### src/rtl/mem_if_pkg.sv
// rtl/mem_if_pkg.sv - shared types and defaults for the memory interface unit
package mem_if_pkg;

    localparam int ADDR_W_DEF    = 14;
    localparam int WR_W_DEF      = 16;
    localparam int RD_W_DEF      = 8;
    localparam int TIMEOUT_DEF   = 16;
    localparam int MAX_RETRY_DEF = 2;

    typedef enum logic [1:0] {
        IDLE,
        REQ,
        BACKOFF
    } state_e;

    typedef enum logic {
        OP_LOAD,
        OP_STORE
    } op_e;

    // Counter width able to hold 0..n, kept at least one bit so a disabled feature still elaborates.
    function automatic int cnt_w(input int n);
        return (n > 0) ? $clog2(n + 1) : 1;
    endfunction

endpackage

### src/rtl/mem_if_timer.sv
// rtl/mem_if_timer.sv - per-attempt response timer and retry counter
module mem_if_timer
    import mem_if_pkg::*;
#(
    parameter int TIMEOUT   = TIMEOUT_DEF,
    parameter int MAX_RETRY = MAX_RETRY_DEF
) (
    input  logic clk,
    input  logic reset_n,
    input  logic tmr_clear_i,
    input  logic tmr_inc_i,
    input  logic rty_clear_i,
    input  logic rty_inc_i,
    output logic expired_o,
    output logic retry_left_o
);

    localparam int TW = cnt_w(TIMEOUT);
    localparam int RW = cnt_w(MAX_RETRY);
    localparam logic [TW-1:0] TMR_LAST = TW'((TIMEOUT > 0) ? TIMEOUT - 1 : 0);
    localparam logic [RW-1:0] RTY_MAX  = RW'(MAX_RETRY);
    localparam logic          TMR_EN   = (TIMEOUT > 0);

    logic [TW-1:0] tmr_q, tmr_d;
    logic [RW-1:0] rty_q, rty_d;

    // Both counters saturate rather than wrap; the FSM leaves REQ before the timer could pass its last value.
    always_comb begin
        tmr_d = tmr_q;
        if (tmr_clear_i) begin
            tmr_d = '0;
        end else if (tmr_inc_i && (tmr_q != TMR_LAST)) begin
            tmr_d = tmr_q + TW'(1);
        end

        rty_d = rty_q;
        if (rty_clear_i) begin
            rty_d = '0;
        end else if (rty_inc_i && (rty_q != RTY_MAX)) begin
            rty_d = rty_q + RW'(1);
        end
    end

    always_ff @(posedge clk) begin
        if (!reset_n) begin
            tmr_q <= '0;
            rty_q <= '0;
        end else begin
            tmr_q <= tmr_d;
            rty_q <= rty_d;
        end
    end

    assign expired_o    = TMR_EN && (tmr_q == TMR_LAST);
    assign retry_left_o = (rty_q < RTY_MAX);

endmodule

### src/rtl/mem_if_ctrl.sv
// rtl/mem_if_ctrl.sv - load/store command unit towards the MSS with timeout, retry and error pulse
module mem_if_ctrl
    import mem_if_pkg::*;
#(
    parameter int ADDR_W    = ADDR_W_DEF,
    parameter int WR_W      = WR_W_DEF,
    parameter int RD_W      = RD_W_DEF,
    parameter int TIMEOUT   = TIMEOUT_DEF,
    parameter int MAX_RETRY = MAX_RETRY_DEF
) (
    input  logic              clk,
    input  logic              reset_n,
    input  logic              load,
    input  logic              store,
    input  logic [ADDR_W-1:0] addr,
    input  logic [WR_W-1:0]   result,
    output logic              cmd_ready,
    output logic              mem_done,
    output logic              mem_err,
    output logic [RD_W-1:0]   datatoinst,
    output logic              read_req,
    output logic              write_req,
    output logic [ADDR_W-1:0] addrout,
    output logic [WR_W-1:0]   datatomem,
    input  logic [RD_W-1:0]   datafrommem,
    input  logic              mem_resp
);

    state_e            state_q, state_d;
    op_e               op_q, op_d;
    logic              rd_q, rd_d;
    logic              wr_q, wr_d;
    logic              done_q, done_d;
    logic              err_q, err_d;
    logic [ADDR_W-1:0] addr_q, addr_d;
    logic [WR_W-1:0]   wdata_q, wdata_d;
    logic [RD_W-1:0]   rdata_q, rdata_d;

    logic tmr_clear, tmr_inc, rty_clear, rty_inc;
    logic expired, retry_left;

    mem_if_timer #(
        .TIMEOUT   (TIMEOUT),
        .MAX_RETRY (MAX_RETRY)
    ) u_timer (
        .clk          (clk),
        .reset_n      (reset_n),
        .tmr_clear_i  (tmr_clear),
        .tmr_inc_i    (tmr_inc),
        .rty_clear_i  (rty_clear),
        .rty_inc_i    (rty_inc),
        .expired_o    (expired),
        .retry_left_o (retry_left)
    );

    always_comb begin
        state_d   = state_q;
        op_d      = op_q;
        rd_d      = rd_q;
        wr_d      = wr_q;
        done_d    = 1'b0;
        err_d     = 1'b0;
        addr_d    = addr_q;
        wdata_d   = wdata_q;
        rdata_d   = rdata_q;
        tmr_clear = 1'b1;
        tmr_inc   = 1'b0;
        rty_clear = 1'b0;
        rty_inc   = 1'b0;

        unique case (state_q)
            IDLE: begin
                rty_clear = 1'b1;
                // A simultaneous load is dropped: the store owns the transaction.
                if (store) begin
                    op_d    = OP_STORE;
                    wr_d    = 1'b1;
                    addr_d  = addr;
                    wdata_d = result;
                    state_d = REQ;
                end else if (load) begin
                    op_d    = OP_LOAD;
                    rd_d    = 1'b1;
                    addr_d  = addr;
                    state_d = REQ;
                end
            end

            REQ: begin
                tmr_clear = 1'b0;
                tmr_inc   = 1'b1;
                // The response takes priority over a timeout landing in the same cycle.
                if (mem_resp) begin
                    rd_d      = 1'b0;
                    wr_d      = 1'b0;
                    done_d    = 1'b1;
                    tmr_clear = 1'b1;
                    rty_clear = 1'b1;
                    state_d   = IDLE;
                    if (op_q == OP_LOAD) begin
                        rdata_d = datafrommem;
                    end
                end else if (expired) begin
                    rd_d      = 1'b0;
                    wr_d      = 1'b0;
                    tmr_clear = 1'b1;
                    if (retry_left) begin
                        rty_inc = 1'b1;
                        state_d = BACKOFF;
                    end else begin
                        err_d     = 1'b1;
                        rty_clear = 1'b1;
                        state_d   = IDLE;
                    end
                end
            end

            BACKOFF: begin
                rd_d    = (op_q == OP_LOAD);
                wr_d    = (op_q == OP_STORE);
                state_d = REQ;
            end

            default: begin
                rd_d    = 1'b0;
                wr_d    = 1'b0;
                state_d = IDLE;
            end
        endcase
    end

    always_ff @(posedge clk) begin
        if (!reset_n) begin
            state_q <= IDLE;
            op_q    <= OP_LOAD;
            rd_q    <= 1'b0;
            wr_q    <= 1'b0;
            done_q  <= 1'b0;
            err_q   <= 1'b0;
            addr_q  <= '0;
            wdata_q <= '0;
            rdata_q <= '0;
        end else begin
            state_q <= state_d;
            op_q    <= op_d;
            rd_q    <= rd_d;
            wr_q    <= wr_d;
            done_q  <= done_d;
            err_q   <= err_d;
            addr_q  <= addr_d;
            wdata_q <= wdata_d;
            rdata_q <= rdata_d;
        end
    end

    assign cmd_ready  = (state_q == IDLE);
    assign mem_done   = done_q;
    assign mem_err    = err_q;
    assign datatoinst = rdata_q;
    assign read_req   = rd_q;
    assign write_req  = wr_q;
    assign addrout    = addr_q;
    assign datatomem  = wdata_q;

endmodule
### config.mk
export PLATFORM = sky130hd
export DESIGN_NAME = mem_if_ctrl
export DESIGN_NICKNAME = d
export VERILOG_FILES = /design/src/rtl/mem_if_pkg.sv /design/src/rtl/mem_if_timer.sv /design/src/rtl/mem_if_ctrl.sv
export SDC_FILE = /design/constraint.sdc
export NUM_CORES = 1
export LEC_CHECK = 0
export ABC_AREA = 1
export CORE_ASPECT_RATIO = 0.5
export CORE_MARGIN = 8
export CORE_UTILIZATION = 30
export DETAILED_ROUTE_END_ITERATION = 16
export GPL_TIMING_DRIVEN = 1
export PLACE_DENSITY_LB_ADDON = 0.05
export SKIP_LAST_GASP = 1
export SLEW_MARGIN = 10
export SYNTH_ARGS = -nofsm -noshare
export SYNTH_HDL_FRONTEND = slang
export SYNTH_SLANG_ARGS = --single-unit
### constraint.sdc
create_clock -name clk -period 4.2 [get_ports clk]
set_clock_uncertainty 0.1 [all_clocks]
set_input_delay 1.05 -clock clk [delete_from_list [all_inputs] [get_ports clk]]
set_output_delay 1.05 -clock clk [all_outputs]
set_load 0.005 [all_outputs]
# Word level (Yosys, flattened, before mapping)
# Index checks and enable logic that the tools add are counted.
dict set report totals {
  ff_bits 52
  n_memories 0
  output_inout_bits 43
  latchBits 0
  ramBits 0
  rom_bits 0
  inputBits 43
}
dict set report op_classes {
  muxes 30
  n_shift 0
  n_reduce_logical 14
  div 0
  n_mul 0
  eq_ne 10
  n_addsub 2
  bitwise 3
  order_cmp 1
}
# op n
set op_table {}
lappend op_table {{14-bit two-way mux} 2}
lappend op_table {{1-bit two-way mux} 19}
lappend op_table {{2-bit two-way mux} 5}
lappend op_table {{2-bit AND reduction} 5}
lappend op_table {{2-bit inequality test, second input constant} 4}
lappend op_table {{3-bit inequality test, second input constant} 2}
lappend op_table {{1-bit one-hot mux with 3 select lines} 2}
lappend op_table {{2-bit one-hot mux with 3 select lines} 1}
lappend op_table {{3-bit AND reduction} 2}
lappend op_table {{5-bit by 1-bit adder with 5-bit output, second input constant} 1}
lappend op_table {{5-bit by 4-bit == test with 1-bit output, second input constant} 1}
lappend op_table {{5-bit by 4-bit inequality test with 1-bit output, second input constant} 1}
lappend op_table {{2-bit OR reduction} 2}
lappend op_table {{1-bit NOT} 3}
lappend op_table {{3-bit OR reduction} 1}
lappend op_table {{2-bit by 1-bit adder with 2-bit output, second input constant} 1}
lappend op_table {{2-bit by 1-bit == test with 1-bit output, second input constant} 1}
lappend op_table {{2-bit == test, second input constant} 1}
lappend op_table {{1-bit logical AND} 2}
lappend op_table {{2-bit zero test} 1}
lappend op_table {{2-bit < comparator, second input constant} 1}
lappend op_table {{1-bit one-hot mux with 2 select lines} 1}
lappend op_table {{2-bit nonzero test} 1}

# Logic depth before layout (Yosys ltp)
dict set report logic_depth {
  word_depth 6
  depth_mapped 10
  depth_no_buf 10
}

# By module
# From an unflattened synthesis, not the netlist that was laid out.
dict set report unflattened {
  hier_cells 280
  area_unflattened_um2 2084.5
}
# module area_per_inst_um2 cells_per_inst instances seq_area_each_um2
set by_module_without_submodules {}
lappend by_module_without_submodules {mem_if_ctrl 1721.7 230 1 900.9}
lappend by_module_without_submodules {mem_if_timer 362.8 50 1 140.1}

# Worst setup path after synthesis
# No wires, ideal clock.
dict set report synth_timing {
  path_kind {reg-to-output}
  start {reg state_q[1]}
  end {out cmd_ready}
  path_stages_with_launch 3
  arrival_ps 813
  slack_ps 2237
  path_cell_list {dfxtp_1 > nor2_4 > buf_2}
}
dict set report synth_via {
  elab_chain_cells 1
}
# element line_no
set synth_rtl {}
lappend synth_rtl {{start: declaration} mem_if_ctrl.sv:29} ;# state_e state_q, state_d;
lappend synth_rtl {{start signal: assignment} mem_if_ctrl.sv:144} ;# state_q <= state_d;
lappend synth_rtl {{2-bit zero test} mem_if_ctrl.sv:156} ;# assign cmd_ready = (state_q == IDLE);
lappend synth_rtl {{end: declaration} mem_if_ctrl.sv:17} ;# output logic cmd_ready,
# Every way passes these cells.

# Final worst setup path
# Same ends and word-level chain as after synthesis.

==> run_summary.xml <==
<?xml version="1.0" encoding="UTF-8"?>
<metrics>
  <group name="outcome">
    <metric name="outcome" unit="">complete, no violations</metric>
  </group>
  <group name="yosys">
    <metric name="ys_warn_count" unit="">0</metric>
    <metric name="synthMuxAreaShare" unit="%">0</metric>
    <metric name="netlist_area" unit="mm^2">0.001969</metric>
    <metric name="synth_top_family_by_area" unit="">simple AND/OR/NAND/NOR gates</metric>
    <metric name="syn_area_per_cell" unit="um^2">7.754</metric>
    <metric name="ys_dominant_reg_cell" unit="">dfxtp_1</metric>
    <metric name="synth_adder_area_share" unit="%">1.906</metric>
    <metric name="synth.net_count" unit="">300</metric>
    <metric name="post_synth_num_cell_types" unit="">23</metric>
    <metric name="post_synth_xor_area_fraction" unit="%">0</metric>
    <metric name="post_synthesis_cell_count" unit="">254</metric>
    <metric name="asyncSetResetFlopFracSynth" unit="%">0</metric>
    <metric name="synth_edf_count" unit="">0</metric>
    <metric name="ys_seq_elements" unit="">52</metric>
    <metric name="ys_seq_area_share" unit="%">52.86</metric>
    <metric name="synth-compound-area-share" unit="%">12.26</metric>
    <metric name="synthSimpleGateAreaFrac" unit="%">26.81</metric>
  </group>
  <group name="hold_path">
    <metric name="hold_path_class" unit="">reg2reg</metric>
  </group>
  <group name="clock_network">
    <metric name="worst_skew_pair.late_latency" unit="ps">290</metric>
    <metric name="worst_setup_hold_path_clk_slew" unit="ps">60</metric>
    <metric name="hold_buffers" unit="">0</metric>
    <metric name="cts_sink_count" unit="">52</metric>
    <metric name="cts-resized-gates" unit="">0</metric>
    <metric name="root_buffer" unit="">clkbuf_16</metric>
    <metric name="cts_setup_buffers" unit="">0</metric>
    <metric name="tritoncts" unit="">done</metric>
    <metric name="tritoncts.num_buffers" unit="">5</metric>
    <metric name="cts_max_path_buffers" unit="">2</metric>
    <metric name="cts-htree-levels" unit="">2</metric>
  </group>
  <group name="placed_design">
    <metric name="io_buffer_count" unit="">85</metric>
    <metric name="place.gp.congestion" unit="">0.7433</metric>
    <metric name="pre_cts_slack" unit="ps">1160</metric>
    <metric name="dp.final_hpwl" unit="mm">4.352</metric>
  </group>
  <group name="power">
    <metric name="power_frac_comb" unit="%">16.5</metric>
    <metric name="share_clk_of_total_power" unit="%">38.1</metric>
    <metric name="sw_frac_of_total" unit="%">23.36</metric>
    <metric name="power_density" unit="mW/mm^2">392.0</metric>
    <metric name="power.net_switching" unit="uW">280.0</metric>
    <metric name="pwr-share-seq" unit="%">45.4</metric>
    <metric name="vdd.ir_drop.worst" unit="uV">145.8</metric>
    <metric name="power.static_leakage" unit="nW">1.194</metric>
    <metric name="internal_power" unit="uW">918.7</metric>
    <metric name="totalPowerFinal" unit="mW">1.199</metric>
  </group>
  <group name="sta">
    <metric name="timing.final.max_slew_violations" unit="">0</metric>
    <metric name="post_route_fraction_of_the_period_consumed_by_the_critical_path" unit="%">68.10</metric>
    <metric name="timing.final.crit_period" unit="ps">2860</metric>
    <metric name="tightest_slew" unit="ps">552.6</metric>
    <metric name="fin_setup_tns" unit="ps">0</metric>
    <metric name="max-slew-margin-rel" unit="%">63.07</metric>
    <metric name="final_worst_slack" unit="ps">1340</metric>
    <metric name="finalSetupViolCount" unit="">0</metric>
    <metric name="maxClockFrequency" unit="MHz">349.6</metric>
    <metric name="grt_setup_unrepaired" unit="">no</metric>
    <metric name="final_hold_viol_count" unit="">0</metric>
  </group>
  <group name="routing">
    <metric name="vias" unit="">1884</metric>
    <metric name="post_drt_via_cell_ratio" unit="">4.371</metric>
    <metric name="wl_per_cell" unit="um">13.31</metric>
    <metric name="detail-route-antenna-nets" unit="">0</metric>
    <metric name="drt-initial-drc-count" unit="">53</metric>
    <metric name="total_wirelength_of_the_detailed_routed_design" unit="mm">5.736</metric>
    <metric name="dr.pass1.iters" unit="">4</metric>
    <metric name="route.detailed.drc" unit="">0</metric>
  </group>
  <group name="grt">
    <metric name="grt_max_degree" unit="">26</metric>
    <metric name="number_of_antenna_violations_at_the_first_check_in_global_routing" unit="">0</metric>
    <metric name="grt_pass1_wl" unit="mm">9.211</metric>
    <metric name="globalRoute.totalOverflow" unit="">0</metric>
    <metric name="grt_pass1_vias" unit="">1828</metric>
    <metric name="grt.total_usage" unit="%">12.42</metric>
  </group>
  <group name="cells_and_area">
    <metric name="drive_gt1_share" unit="%">4.130</metric>
    <metric name="antenna_cells" unit="">0</metric>
    <metric name="nFillCells" unit="">695</metric>
    <metric name="num-nets-final" unit="">384</metric>
    <metric name="final_core_util" unit="%">46.93</metric>
    <metric name="flow.area_growth_from_synthesis" unit="%">55.27</metric>
  </group>
  <group name="die">
    <metric name="die_y" unit="um">73.29</metric>
    <metric name="floorplan.io_pins" unit="">86</metric>
    <metric name="die_w" unit="um">130.6</metric>
    <metric name="fp.coreArea" unit="mm^2">0.006516</metric>
    <metric name="design.die.area" unit="mm^2">0.009570</metric>
    <metric name="floorplan.initialDensity" unit="%">30.22</metric>
    <metric name="num_rows" unit="">21</metric>
  </group>
  <group name="setup_path">
    <metric name="timing.critical_path.fanout_max" unit="">19</metric>
    <metric name="critical_path_class" unit="">reg2out</metric>
    <metric name="start_kind" unit="">register</metric>
    <metric name="timing.critical_path.required" unit="ps">3050</metric>
    <metric name="worst-endpoint-arrival" unit="ps">1710</metric>
    <metric name="endpoint_kind" unit="">output port</metric>
  </group>
  <group name="run">
    <metric name="cap_violations" unit="">0</metric>
  </group>
</metrics>
-- cells in the mapped netlist, drive strengths merged, types with 2 or more instances --
cell type,count,area [um^2]
nor2,62,247.7
buf,4,28.78
a21oi,20,100.1
ha,3,37.54
dfxtp,52,1041
nand4,2,12.51
clkbuf,5,20.01
nand3,21,110.1
inv,18,67.56
nand2,35,138.9
o21ai,27,135.1
-- per-layer routing --
metal / GRT usage [%] / up-vias / part of all wire, %
li1: - / 987 / -
met2: 16.39 / 63 / 37
met5: 0 / - / 0
met4: 3.783 / 0 / 1.0
met1: 17.04 / 827 / 51
met3: 6.010 / 7 / 10
-- power by group through the flow --
stage	combinational (mW)	sequential (mW)	clock, mW
floorplan	0.0762	0.557	0
global placement	0.200	0.555	0
detailed placement	0.200	0.555	0
CTS	0.201	0.544	0.473
global route	0.221	0.548	0.492
finish	0.197	0.544	0.457
-- worst max-delay path, cell delays in order, from the launching register on --
cell,delay [ps]
dfxtp_1,400
nor2_4,420
clkdlybuf4s50_1,590
-- sequential cells by signal (all words and copies together), names as in the netlist --
register	cells
op_q	1
datatomem	16
state_q	2
mem_done	1
u_timer.rty_q	2
u_timer.tmr_q	5
datatoinst	8
addrout	14
write_req	1
read_req	1
mem_err	1
-- layout make-up --
class / count / area (um^2) / area share [%]
sequential: 52 / 1041 / 34.04
clock buffer: 6 / 128.9 / 4.214
timing repair buffer: 86 / 858.3 / 28.07
clock inverter: 2 / 35.03 / 1.146
inverter: 19 / 72.57 / 2.373
tap: 92 / 115.1 / 3.764
multi-input combinational: 174 / 807.0 / 26.39
-- metrics by stage --
| stage | instances | hold slack, ps | cell area (um^2) |
|---|---|---|---|
| final | 431 | 361.9 | 3058 |
| after global routing | 431 | 383.6 | 3058 |
| after CTS | 431 | 367.1 | 3058 |
| after detailed placement | 423 | 352.5 | 2894 |
| after global placement | 423 | 347.6 | 2894 |
| after floorplan | 254 | 330.3 | 1969 |
-- kinds of logic after synthesis --
group / count (synthesis)
and+or+nand+nor: 123
DFF: 52
AOI/OAI and AO/OA: 48
buffers and inverters: 28
adders and majority gates: 3
-- final timing paths --
path                    from     endpoint  slack [ps]  cells past startpoint
setup / recovery  state_q[1]    cmd_ready        1340                      2
hold / removal    addrout[7]   addrout[7]         360                      2
setup reg to reg  state_q[1]  addrout[12]        2410                      4
hold reg to reg   addrout[7]   addrout[7]         360                      2
-- cell usage in the layout, fill, tap and decap left out, drive strengths merged --
| cell | count |
|---|---|
| clkdlybuf4s50 | 85 |
| nor2 | 62 |
| dfxtp | 52 |
| nand2 | 35 |
| o21ai | 27 |
| nand3 | 21 |
| a21oi | 20 |
| inv | 18 |
| clkbuf | 6 |
| ha | 3 |
| clkinv | 2 |
| nand4 | 2 |
| nor3b | 1 |
| nor3 | 1 |
| nor4 | 1 |
| a31oi | 1 |
| bufinv | 1 |
| buf | 1 |
Power figures use the tool's default switching activity.
